`src/rtl/fmac_issue_ctrl_pkg.sv`:
```
// Shared definitions for the fmac issue controller: rounding-mode codes, flag bit positions, FSM states.
package fmac_issue_ctrl_pkg;

   localparam logic [1:0] C_RM_RNE = 2'd0;
   localparam logic [1:0] C_RM_RTZ = 2'd1;
   localparam logic [1:0] C_RM_RDN = 2'd2;
   localparam logic [1:0] C_RM_RUP = 2'd3;

   localparam int unsigned C_FLAG_OF = 2;
   localparam int unsigned C_FLAG_UF = 1;
   localparam int unsigned C_FLAG_NX = 0;
   localparam int unsigned C_FLAG_W  = 3;

   typedef enum logic {
      IDLE = 1'b0,
      BUSY = 1'b1
   } issue_state_e;

endpackage

```
`src/rtl/fmac_issue_ctrl_res_fifo.sv`:
```
// Result FIFO: C_DEPTH entries of C_W bits, wrap-bit pointers, head visible combinationally.
module fmac_res_fifo #(
   parameter int unsigned C_DEPTH = 2,
   parameter int unsigned C_W     = 40
) (
   input  logic           Clk_CI,
   input  logic           Rst_RBI,
   input  logic           Push_SI,
   input  logic [C_W-1:0] Push_DI,
   input  logic           Pop_SI,
   output logic           Full_SO,
   output logic           Empty_SO,
   output logic [C_W-1:0] Head_DO
);
   localparam int unsigned C_AW = $clog2(C_DEPTH);

   logic [C_AW:0]  wptr_q, rptr_q;
   logic [C_W-1:0] mem_q [C_DEPTH];
   logic           do_push, do_pop;

   assign Empty_SO = (wptr_q == rptr_q);
   assign Full_SO  = (wptr_q[C_AW] != rptr_q[C_AW]) && (wptr_q[C_AW-1:0] == rptr_q[C_AW-1:0]);
   assign Head_DO  = mem_q[rptr_q[C_AW-1:0]];

   // A pop in the same cycle frees the slot a push into a full FIFO needs.
   assign do_pop  = Pop_SI && !Empty_SO;
   assign do_push = Push_SI && (!Full_SO || do_pop);

   always_ff @(posedge Clk_CI or negedge Rst_RBI) begin
      if (!Rst_RBI) begin
         wptr_q <= '0;
         rptr_q <= '0;
         for (int i = 0; i < C_DEPTH; i++) begin
            mem_q[i] <= '0;
         end
      end else begin
         if (do_push) begin
            mem_q[wptr_q[C_AW-1:0]] <= Push_DI;
            wptr_q                  <= wptr_q + 1'b1;
         end
         if (do_pop) begin
            rptr_q <= rptr_q + 1'b1;
         end
      end
   end

endmodule

```
`src/rtl/fmac_issue_ctrl.sv`:
```
// Drives registered operands to an external combinational fmac, holds them C_LAT cycles, then
// captures result/tag/{OF,UF,NX} into an output FIFO; accumulates sticky exception flags.
module fmac_issue_ctrl
   import fmac_issue_ctrl_pkg::*;
#(
   parameter int unsigned C_OP    = 32,
   parameter int unsigned C_RM    = 2,
   parameter int unsigned C_TAG   = 5,
   parameter int unsigned C_LAT   = 3,
   parameter int unsigned C_DEPTH = 2
) (
   input  logic                Clk_CI,
   input  logic                Rst_RBI,
   input  logic                In_Valid_SI,
   output logic                In_Ready_SO,
   input  logic [C_OP-1:0]     Op_a_DI,
   input  logic [C_OP-1:0]     Op_b_DI,
   input  logic [C_OP-1:0]     Op_c_DI,
   input  logic [C_RM-1:0]     RM_SI,
   input  logic [C_TAG-1:0]    Tag_DI,
   output logic [C_OP-1:0]     Fmac_a_DO,
   output logic [C_OP-1:0]     Fmac_b_DO,
   output logic [C_OP-1:0]     Fmac_c_DO,
   output logic [C_RM-1:0]     Fmac_RM_SO,
   input  logic [C_OP-1:0]     Fmac_Res_DI,
   input  logic                Fmac_OF_SI,
   input  logic                Fmac_UF_SI,
   input  logic                Fmac_NX_SI,
   output logic                Out_Valid_SO,
   input  logic                Out_Ready_SI,
   output logic [C_OP-1:0]     Res_DO,
   output logic [C_TAG-1:0]    Tag_DO,
   output logic [C_FLAG_W-1:0] Flags_DO,
   output logic [C_FLAG_W-1:0] Sticky_DO,
   input  logic                Sticky_clr_SI
);
   localparam int unsigned C_ENT      = C_OP + C_TAG + C_FLAG_W;
   localparam logic [3:0]  C_CNT_INIT = 4'(C_LAT - 1);

   issue_state_e        state_q;
   logic [3:0]          cnt_q;
   logic [C_OP-1:0]     a_q, b_q, c_q;
   logic [C_RM-1:0]     rm_q;
   logic [C_TAG-1:0]    tag_q;
   logic [C_FLAG_W-1:0] sticky_q, sticky_d, push_flags;
   logic                fifo_full, fifo_empty;
   logic                accept, push, pop;
   logic [C_ENT-1:0]    head;

   // Ready uses the registered FIFO state only; an accepted op therefore always finds a free slot.
   assign In_Ready_SO  = (state_q == IDLE) && !fifo_full;
   assign accept       = In_Valid_SI && In_Ready_SO;
   assign push         = (state_q == BUSY) && (cnt_q == '0);
   assign Out_Valid_SO = !fifo_empty;
   assign pop          = Out_Valid_SO && Out_Ready_SI;

   always_ff @(posedge Clk_CI or negedge Rst_RBI) begin
      if (!Rst_RBI) begin
         state_q <= IDLE;
         cnt_q   <= '0;
         a_q     <= '0;
         b_q     <= '0;
         c_q     <= '0;
         rm_q    <= '0;
         tag_q   <= '0;
      end else if (state_q == IDLE) begin
         if (accept) begin
            a_q     <= Op_a_DI;
            b_q     <= Op_b_DI;
            c_q     <= Op_c_DI;
            rm_q    <= RM_SI;
            tag_q   <= Tag_DI;
            cnt_q   <= C_CNT_INIT;
            state_q <= BUSY;
         end
      end else begin
         if (cnt_q == '0) begin
            state_q <= IDLE;
         end else begin
            cnt_q <= cnt_q - 4'd1;
         end
      end
   end

   always_comb begin
      push_flags            = '0;
      push_flags[C_FLAG_OF] = Fmac_OF_SI;
      push_flags[C_FLAG_UF] = Fmac_UF_SI;
      push_flags[C_FLAG_NX] = Fmac_NX_SI;
   end

   // A clear coinciding with a retirement keeps that retirement's flags.
   always_comb begin
      sticky_d = Sticky_clr_SI ? '0 : sticky_q;
      if (push) begin
         sticky_d = sticky_d | push_flags;
      end
   end

   always_ff @(posedge Clk_CI or negedge Rst_RBI) begin
      if (!Rst_RBI) begin
         sticky_q <= '0;
      end else begin
         sticky_q <= sticky_d;
      end
   end

   fmac_res_fifo #(
      .C_DEPTH (C_DEPTH),
      .C_W     (C_ENT)
   ) i_res_fifo (
      .Clk_CI   (Clk_CI),
      .Rst_RBI  (Rst_RBI),
      .Push_SI  (push),
      .Push_DI  ({Fmac_Res_DI, tag_q, push_flags}),
      .Pop_SI   (pop),
      .Full_SO  (fifo_full),
      .Empty_SO (fifo_empty),
      .Head_DO  (head)
   );

   assign {Res_DO, Tag_DO, Flags_DO} = head;
   assign Fmac_a_DO  = a_q;
   assign Fmac_b_DO  = b_q;
   assign Fmac_c_DO  = c_q;
   assign Fmac_RM_SO = rm_q;
   assign Sticky_DO  = sticky_q;

endmodule

```
`config.mk`:
```
export PLATFORM = sky130hd
export DESIGN_NAME = fmac_issue_ctrl
export DESIGN_NICKNAME = d
export VERILOG_FILES = /design/src/rtl/fmac_issue_ctrl_pkg.sv /design/src/rtl/fmac_issue_ctrl_res_fifo.sv /design/src/rtl/fmac_issue_ctrl.sv
export SDC_FILE = /design/constraint.sdc
export NUM_CORES = 1
export LEC_CHECK = 0
export CORE_ASPECT_RATIO = 1.5
export CORE_MARGIN = 2
export CORE_UTILIZATION = 35
export CTS_BUF_LIST = sky130_fd_sc_hd__clkbuf_2
export DETAILED_ROUTE_END_ITERATION = 16
export GPL_TIMING_DRIVEN = 0
export PLACE_DENSITY = 0.62
export SKIP_CTS_REPAIR_TIMING = 1
export SLEW_MARGIN = 10
export SYNTH_ARGS = -nofsm -noshare
export SYNTH_HDL_FRONTEND = slang
export SYNTH_SLANG_ARGS = --single-unit
export TNS_END_PERCENT = 100
```
`constraint.sdc`:
```
create_clock -name Clk_CI -period 2.67 [get_ports Clk_CI]
set_input_delay 0.4005 -clock Clk_CI [delete_from_list [all_inputs] [get_ports Clk_CI]]
set_output_delay 0.4005 -clock Clk_CI [all_outputs]
set_load 0.02 [all_outputs]
```
==> reports/metrics.csv, run 1 <==
metric;value;unit
num rows;68;
CTS Root Cell;clkbuf_2;
crit path capture type;output port;
Vias per Instance;4.76;
core area;22900;um^2
layout cell share with drive strength beyond 1;0.354;
fillers;1927;
initial antenna violation count;1;
clk_skew;33.5;ps
Yosys cell types;33;
clock net sink count;195;
RSZ-0062 raised after global routing;true;
Hold Fails Final Rpt;0;
DRC viols;0;
final period utilization;0.930;
Top cell by count, worst path;buf_6;
main flop type after synthesis;dfrtp_1;
Worst Hold Class;input port to flip-flop;
CTS tree;yes;
Final Slew Violations;0;
Yosys reg bits;195;
TritonCTS Buffers;17;
First-pass DRT Iterations;4;
synthesized area per cell;16.7;um^2
DRT antenna net count;0;
final setup vio count;0;
area leader, netlist;dfrtp_1;
highest cell delay on the worst timing path;400;ps
Area Growth Syn to Fin;45.5;%
actual slew at the worst max-slew pin;830;ps
crit path launch type;flip-flop;
placed cell areas;11400;um^2
Post-synth EDFFs;0;
Seq/Total Area, Yosys;0.600;
grt met2 use;0.314;
clock slew at reported path FFs;280;ps
routed length per instance;19.1;um
gr busiest metal;met2;
Worst path depth;4;
required time worst endpoint;2270;ps
H-tree level count;4;
Max Buffers Root-to-Sink;2;
# nets final;937;
Register-to-Register Path Depth;6;
DIE HEIGHT;191;um
Commonest cells post-synth;dfrtp_1, mux2_2, mux2_4, buf_2, buf_8;
Cells on Worst Hold Path;2;
worst-path cell chain;buf_6 > buf_6 > mux2_2 > dlymetal6s2s_1;
maximum fanout along the worst path;10;
DIE AREA;24500;um^2
total track usage;0.171;
Worst Path Buf+Inv;3;
Syn Nets;631;
Worst slew margin;0.446;
via count;5170;
final worst path period need;2480;ps
I/O pin count;286;
met1 Track Usage GR;0.180;
largest net degree at the start of global routing;111;
yosys warns;0;
crit path DAT;2080;ps
maxcap violations;0;
Initial DRC Count;104;
Power Dens Cells;1310;nW/um^2
Die W;128;um
initial core utilization;0.355;
CP Class;flip-flop to output port;
first-pass GRT wire length;31900;um
WL final;20800;um
Setup WS pre-CTS;171;ps
port buffer count;285;
LEAKAGE;5.45;nW
delay-heaviest family, CP;buffers and inverters;
number of global-route vias before repair;5928;
maximum VDD drop;0.625;mV
post-route cell area;11800;um^2
GR Util met3;0.0570;
top post-synthesis cells by area;dfrtp_1, mux2_2, mux2_4;
post-synth top area share;0.600;
Mapped Area;8130;um^2
Cells after Synth;487;
Congestion Overflow GR;0;
status;finished clean;
count leader, synth;dfrtp_1;
worst skew pair latency;770;ps
Critical-path top delay cell;dfrtp_1;
hpwl dp;15500;um
async set-or-reset flop fraction in the synthesized netlist;1.00;
worst setup margin;187;ps
Fmax;403;MHz
gpl congestion;0.747;
## final timing paths
check                                     start                    to  slack, ps
hold reg to reg             i_res_fifo.mem_q[4]   i_res_fifo.mem_q[4]        530
hold / removal                       Op_b_DI[8]          Fmac_b_DO[8]        210
min in group asynchronous               Rst_RBI  i_res_fifo.mem_q[66]        230
setup reg to reg                       cnt_q[0]   i_res_fifo.mem_q[5]        600
max in group asynchronous               Rst_RBI          Fmac_a_DO[3]       1520
setup / recovery           i_res_fifo.rptr_q[0]             Res_DO[1]        190
## cell type report
| cell class | instances | area (um^2) | share of cell area |
|---|---|---|---|
| Clock buffer | 18 | 90.1 | 0.00762 |
| Inverter | 5 | 18.8 | 0.00159 |
| Tap cell | 280 | 350 | 0.0296 |
| Clock inverter | 14 | 184 | 0.0155 |
| Timing Repair Buffer | 287 | 3000 | 0.254 |
| Multi-Input combinational cell | 261 | 3070 | 0.259 |
| Antenna cell | 1 | 2.50 | 0.000212 |
| Buffer | 26 | 235 | 0.0199 |
| Sequential cell | 195 | 4880 | 0.413 |
## where the power goes
part           switching [mW]  internal [mW]
registers               0.848           4.44
logic                    3.77           4.81
clock network            1.02          0.616
## per-layer routing
metal / vias to the layer above / wire [um]
li1: 2348 / -
met1: 2598 / 7620
met2: 196 / 11300
met3: 28 / 1390
met4: 0 / 498
met5: - / 0
## cells in the final DEF, fill, tap and decap left out, drive strengths merged, types with 2 or more instances in the layout
| master | n |
|---|---|
| bufinv | 4 |
| buf | 28 |
| a22o | 3 |
| nand2 | 2 |
| mux2 | 223 |
| a21oi | 3 |
| inv | 7 |
| nand2b | 2 |
| o21ai | 2 |
| clkbuf | 18 |
| clkdlybuf4s50 | 242 |
| dfrtp | 195 |
| o311ai | 2 |
| clkinv | 7 |
| nor2 | 2 |
| dlymetal6s2s | 42 |
| xnor2 | 5 |
| xor2 | 2 |
## cells by family (layout without fill, tap and decap cells)
logic type | after synthesis | after routing | synth area share
adders and majority gates | 1 | 1 | 0.00154
xor gates and xnor gates | 7 | 7 | 0.00846
other | 0 | 1 | 0
buffers and inverters | 31 | 350 | 0.0263
DFF | 195 | 195 | 0.600
muxes | 223 | 223 | 0.336
AOI/OAI and AO/OA | 18 | 18 | 0.0183
and+or+nand+nor | 12 | 12 | 0.00923
## sequential cells by signal, indices dropped and copies added (netlist names)
name,cells
Fmac_RM_SO,2
Fmac_a_DO,32
Fmac_b_DO,32
Fmac_c_DO,32
Sticky_DO,3
cnt_q,4
i_res_fifo.mem_q,80
i_res_fifo.rptr_q,2
i_res_fifo.wptr_q,2
state_q,1
tag_q,5
## worst register-to-register path, cell delays in order (launching register included)
cell	delay [ps]
dfrtp_1	440
inv_1	80
ha_1	230
and4bb_2	320
o311ai_2	150
buf_2	370
mux2_2	380
## metrics by stage
stage / utilization / TNS (ps) / power (mW) / cells / hold slack (ps)
floorplan: - / 0 / 10.3 / 487 / 105
global placement: 0.495 / -1287580 / 13.7 / 1052 / 472
detailed placement: 0.497 / 0 / 14.0 / 1053 / 488
CTS: 0.509 / -30250 / 15.7 / 1085 / -419
global route: 0.517 / -100 / 16.4 / 1087 / 48.9
finish: 0.517 / 0 / 15.5 / 1087 / 214
No activity file was read; power rests on OpenSTA's default activity.
==> run 2, diff against run 1 <==
CAP_MARGIN = 20   (was not set)
==> results of run 2 <==
No change in the layout: final DEF, timing and power equal those of run 1.
==> edit 1, RTL diff (flow settings as in run 2) <==
The parameter `C_RM` goes from 2 to 4.
--- a/src/rtl/fmac_issue_ctrl.sv
+++ b/src/rtl/fmac_issue_ctrl.sv
@@ -5,5 +5,5 @@
 #(
    parameter int unsigned C_OP    = 32,
-   parameter int unsigned C_RM    = 2,
+   parameter int unsigned C_RM    = 4,
    parameter int unsigned C_TAG   = 5,
    parameter int unsigned C_LAT   = 3,
Ports: changed (resized Fmac_RM_SO and RM_SI); port bits go from 286 to 290. No check against the original RTL was run, so the function may have changed too.
==> edit 1 against run 2 <==
  * Area after synthesis about the same
  * Routed wire length down 2.4%
  * Critical path depth unchanged
  * Worst setup slack worse by 16 ps
  * Cell area up 0.77%
  * Maximum frequency down 0.63%
  * Sequential cell count up 2
  * Sequential share of layout area up 0.10 points
  * Power up 0.15%
==> edit 1: results (changes against run 2) <==
RUN_STATUS='finished, final reports clean'
GRT_PASS1_VIAS=5957  # +0.49%
FINAL_NET_COUNT=949  # +1.3%
WORST_PIN_SLEW_PS=488  # -342 ps
FIRST_PASS_ITERS=4  # unchanged
WORST_CLOCK_SKEW_PS=27.9  # -5.63 ps
SYNTHXORXNORAREAFRAC=0.00847  # about the same
ANTENNA_FOUND_INITIAL=2  # +1
SYN-NUM-NETS=637  # +0.95%
VIAS_PER_CELL=4.77  # +0.32%
SYNTH.CELLS.MOST_FREQUENT='sky130_fd_sc_hd__dfrtp_1 (197), sky130_fd_sc_hd__mux2_2 (183), sky130_fd_sc_hd__mux2_4 (39)'
R2R_END='i_res_fifo.mem_q[2]'
GRT_MAX_DEGREE=81  # -27%
WIRELENGTH_MM=20.3  # -2.4%
INTERNAL-POWER_uW=9930  # +0.68%
POST_ROUTE_CELLS_DRIVE_ABOVE_1_SHARE=0.354  # +0.000569
PATH_DEPTH_OF_THE_WORST_REG2REG_PATH=5  # -1
MIN-DELAY-PATH-CLASS='primary input to async pin'
PORTION_OF_NETLIST_AREA_OCCUPIED_BY_MUX_CELLS=0.330  # -0.00626
PLACE.DETAILED.INSTANCES=1062  # +0.85%
NUMBER_OF_I_O_PORT_BUFFERS=289  # +1.4%
NETLIST_TOP_CELLS_AREA='sky130_fd_sc_hd__dfrtp_1 (61%), sky130_fd_sc_hd__mux2_2 (25%), sky130_fd_sc_hd__mux2_4 (7.2%), sky130_fd_sc_hd__buf_8 (0.92%), sky130_fd_sc_hd__buf_4 (0.65%)'
SYNTHADDERAREAFRAC=0.00154  # about the same
WORST_R2R_STARTPOINT='i_res_fifo.rptr_q[0]'
FIN_CRIT_SH=0.936  # +0.00587
POWER_DENSITY_nW_PER_UM2=1300  # -0.62%
FINAL.HOLD.WORST_SLACK_PS=105  # -109 ps
GRT_FIRST_PASS_WIRELENGTH_MM=32.1  # +0.91%
POWER.SHARE.SEQUENTIAL=0.342  # about the same
FILL_CELL_INSTANCE_COUNT_OF_THE_FINAL_LAYOUT=1971  # +2.3%
CRITICALPATHCATEGORY='flop to output port'
WORST_SKEW_PAIR.LATE_LATENCY_PS=750  # -20 ps
DETAILEDPLACE.WORSTSLACK_PS=150  # -21.0 ps
SETUP.WORST_PATH.END='Res_DO[12]'
CLOCK_TREE.HTREE_LEVEL_COUNT=4  # unchanged
GRT_USE_TOTAL=0.170  # -0.000772
PLACEMENT.CELL_AREA_UM2=11400  # +0.55%
DETAILEDPLACEMENTHPWL_MM=15.2  # -1.6%
VDD_DROP_MAX_V=0.000677  # +8.4%
ARRIVAL_TIME_REPORTED_FOR_THE_CRITICAL_PATH_ENDPOINT_PS=2100  # +20 ps
ROUTABILITYCONGESTION=0.762  # +2.0%
COMB-POWER_uW=8510  # -0.7%
SYNTH-COMPOUND-AREA-SHARE=0.0183  # about the same
SYNTH.DISTINCT_CELLS=34  # +3.0%
DETAILROUTE.VIA_COUNT=5239  # +1.3%
SYNTH-SEQ-AREA-SHARE=0.607  # +0.00653
==> edit 1: cell count changes after synthesis <==
cell,delta
sky130_fd_sc_hd__mux2_2,+22
sky130_fd_sc_hd__mux2_4,-20
sky130_fd_sc_hd__buf_4,+7
sky130_fd_sc_hd__buf_2,-5
sky130_fd_sc_hd__buf_8,-2
sky130_fd_sc_hd__dfrtp_1,+2
==> edit 1: area by class of cell <==
cell class                      count  area, µm²  share of cell area
Antenna cell                        2       5.00            0.000420
Multi-Input combinational cell    263       3020               0.253
Buffer                             26        233              0.0195
Timing Repair Buffer              293       3070               0.258
Inverter                            5       18.8             0.00157
Tap cell                          280        350              0.0294
Clock inverter                     14        208              0.0174
Sequential cell                   197       4930               0.414
Clock buffer                       18       90.1             0.00756
==> edit 1: metal layers <==
metal	up-vias	share of wire	global-route usage
met4	0	0.022	0.0655
met2	173	0.54	0.305
met1	2668	0.37	0.187
met3	23	0.064	0.0522
li1	2375	-	-
met5	-	0	0
==> edit 2, RTL diff (config.mk and constraints of run 2) <==
Made on the original files. Put a register stage on the output `Flags_DO`, with the module's reset. The value now appears one clock later. The other outputs are not delayed to match.
--- a/src/rtl/fmac_issue_ctrl.sv
+++ b/src/rtl/fmac_issue_ctrl.sv
@@ -37,4 +37,6 @@
    localparam int unsigned C_ENT      = C_OP + C_TAG + C_FLAG_W;
    localparam logic [3:0]  C_CNT_INIT = 4'(C_LAT - 1);
+
+   logic [C_FLAG_W-1:0] Flags_DO_d;
 
    issue_state_e        state_q;
@@ -120,5 +122,5 @@
    );
 
-   assign {Res_DO, Tag_DO, Flags_DO} = head;
+   assign {Res_DO, Tag_DO, Flags_DO_d} = head;
    assign Fmac_a_DO  = a_q;
    assign Fmac_b_DO  = b_q;
@@ -127,4 +129,12 @@
    assign Sticky_DO  = sticky_q;
 
+   always_ff @(posedge Clk_CI or negedge Rst_RBI) begin
+      if (!Rst_RBI) begin
+         Flags_DO <= '0;
+      end else begin
+         Flags_DO <= Flags_DO_d;
+      end
+   end
+
 endmodule
 
Function: changed (Yosys sat finds a counterexample within 10 cycles, from zero or initial values and one cycle with Rst_RBI low).
==> edit 2 against run 2 <==
  * Worst setup slack got worse by 160 ps
  * Worst hold slack worse by 13 ps
  * Sequential cell count is 3 higher
  * Area after synthesis is 4.3% higher
  * Clock skew shrank 0.90 ps
  * Cell area is 3.5% higher
  * Routed wire length increased by 3.1%
  * Power is 5.5% higher
  * Non-clock buffer count is 39 higher
  * Largest cell class unchanged
==> edit 2: results (changes against run 2) <==
MIN-DELAY-PATH-CLASS='primary input to async pin'
NETLIST_TOP_CELLS_AREA='sky130_fd_sc_hd__dfrtp_1 (58%), sky130_fd_sc_hd__mux2_2 (21%), sky130_fd_sc_hd__mux2_4 (10%), sky130_fd_sc_hd__buf_4 (3.3%), sky130_fd_sc_hd__buf_8 (1.2%)'
INSTANCES_NO_FILL=1168  # +7.5%
ROUTABILITYCONGESTION=0.773  # +3.5%
SEQ_CELLS=198  # +1.5%
BUFFERS_EXCL_CLOCK=352  # +12%
GRT_MAX_DEGREE=102  # -8.1%
P_LEAK_uW=0.00539  # -0.99%
PLACE.DETAILED.INSTANCES=1132  # +7.5%
SEQUENTIAL_CELL_AREA_UM2=4960  # +1.6%
R2R_END='i_res_fifo.mem_q[8]'
CRIT_PATH_MAX_FANOUT=6  # -4
CLOCKBUFFERCOUNT=21  # +3
VIAS_PER_CELL=4.57  # -3.9%
SYNTHXORXNORAREAFRAC=0.00811  # -0.000352
FINAL_NET_COUNT=979  # +4.5%
POWER_DENSITY_nW_PER_UM2=1340  # +2.0%
RUN_STATUS='finished, final reports clean'
BUFFER_AREA_FRAC=0.287  # +0.0136
SYNTHADDERAREAFRAC=0.00147  # -0.0000640
GRT_PASS1_VIAS=6159  # +3.9%
PORTION_OF_NETLIST_AREA_OCCUPIED_BY_MUX_CELLS=0.322  # -0.0140
GRT_USE_TOTAL=0.170  # -0.000765
SYN-NUM-NETS=671  # +6.3%
FINAL.HOLD.WORST_SLACK_PS=201  # -13.1 ps
VDD_DROP_MAX_V=0.000703  # +12%
SYNTH.CELLS.MOST_FREQUENT='sky130_fd_sc_hd__dfrtp_1 (198), sky130_fd_sc_hd__mux2_2 (161), sky130_fd_sc_hd__mux2_4 (59)'
POST_ROUTE_CELLS_DRIVE_ABOVE_1_SHARE=0.423  # +0.0698
PLACEMENT.CELL_AREA_UM2=11800  # +3.5%
CLOCKBUFFERDEPTH=2  # unchanged
GRT_FIRST_PASS_WIRELENGTH_MM=33.8  # +6.2%
ARRIVAL_TIME_REPORTED_FOR_THE_CRITICAL_PATH_ENDPOINT_PS=2240  # +160 ps
DETAILEDPLACE.WORSTSLACK_PS=-36.8  # -208 ps
FIRST_ITER_VIOLATIONS=126  # +21%
CLK_TRANSITION_REPORTED_PATHS_PS=250  # -30 ps
CORE_UM2=23700  # +3.7%
SYNTH-SEQ-AREA-SHARE=0.584  # -0.0161
WL_PER_CELL_UM=18.4  # -4.0%
DETAILEDPLACEMENTHPWL_MM=15.9  # +3.0%
SYNTH-COMPOUND-AREA-SHARE=0.0175  # -0.000761
AREA_SHARE_CLOCK_BUF_INV=0.0175  # -0.00569
WORST-R2R-SETUP-SLACK_PS=580  # -20 ps
SYNTH.DISTINCT_CELLS=34  # +3.0%
PATH_DEPTH_OF_THE_WORST_REG2REG_PATH=5  # -1
SHARE_OF_CELL_AREA_TAKEN_BY_MULTI_INPUT_LOGIC_GATES=0.256  # -0.00320
WORST_CLOCK_SKEW_PS=32.6  # -0.904 ps
WORST_PIN_SLEW_PS=793  # -37.0 ps
edit 2: changes by cell type after synthesis, sizes merged:
| cell | before | now |
|---|---|---|
| buf | 26 | 63 |
| dfrtp | 195 | 198 |
edit 2: power by group:
group | switching (µW) | total, µW | internal, µW
sequential | 885 | 5400 | 4510
clock | 981 | 1410 | 429
combinational | 3980 | 9550 | 5570
edit 2: how the worst max path moves through the flow:
stage                    endpoint  slack (ps)  cells past startpoint
detailed placement      Tag_DO[2]         -40                      5
CTS                     Tag_DO[2]        -990                      5
global route           Res_DO[28]        -150                      7
floorplan           Fmac_RM_SO[0]         820                      6
global placement     Fmac_a_DO[8]       -6590                      1
finish                 Res_DO[28]          30                      7
edit 2: per-layer routing:
| metal | vias up | track usage | part of all wire |
|---|---|---|---|
| met5 | - | 0 | 0 |
| met4 | 0 | 0.0548 | 0.020 |
| met3 | 26 | 0.0561 | 0.064 |
| met2 | 185 | 0.323 | 0.56 |
| met1 | 2699 | 0.175 | 0.35 |
| li1 | 2431 | - | - |
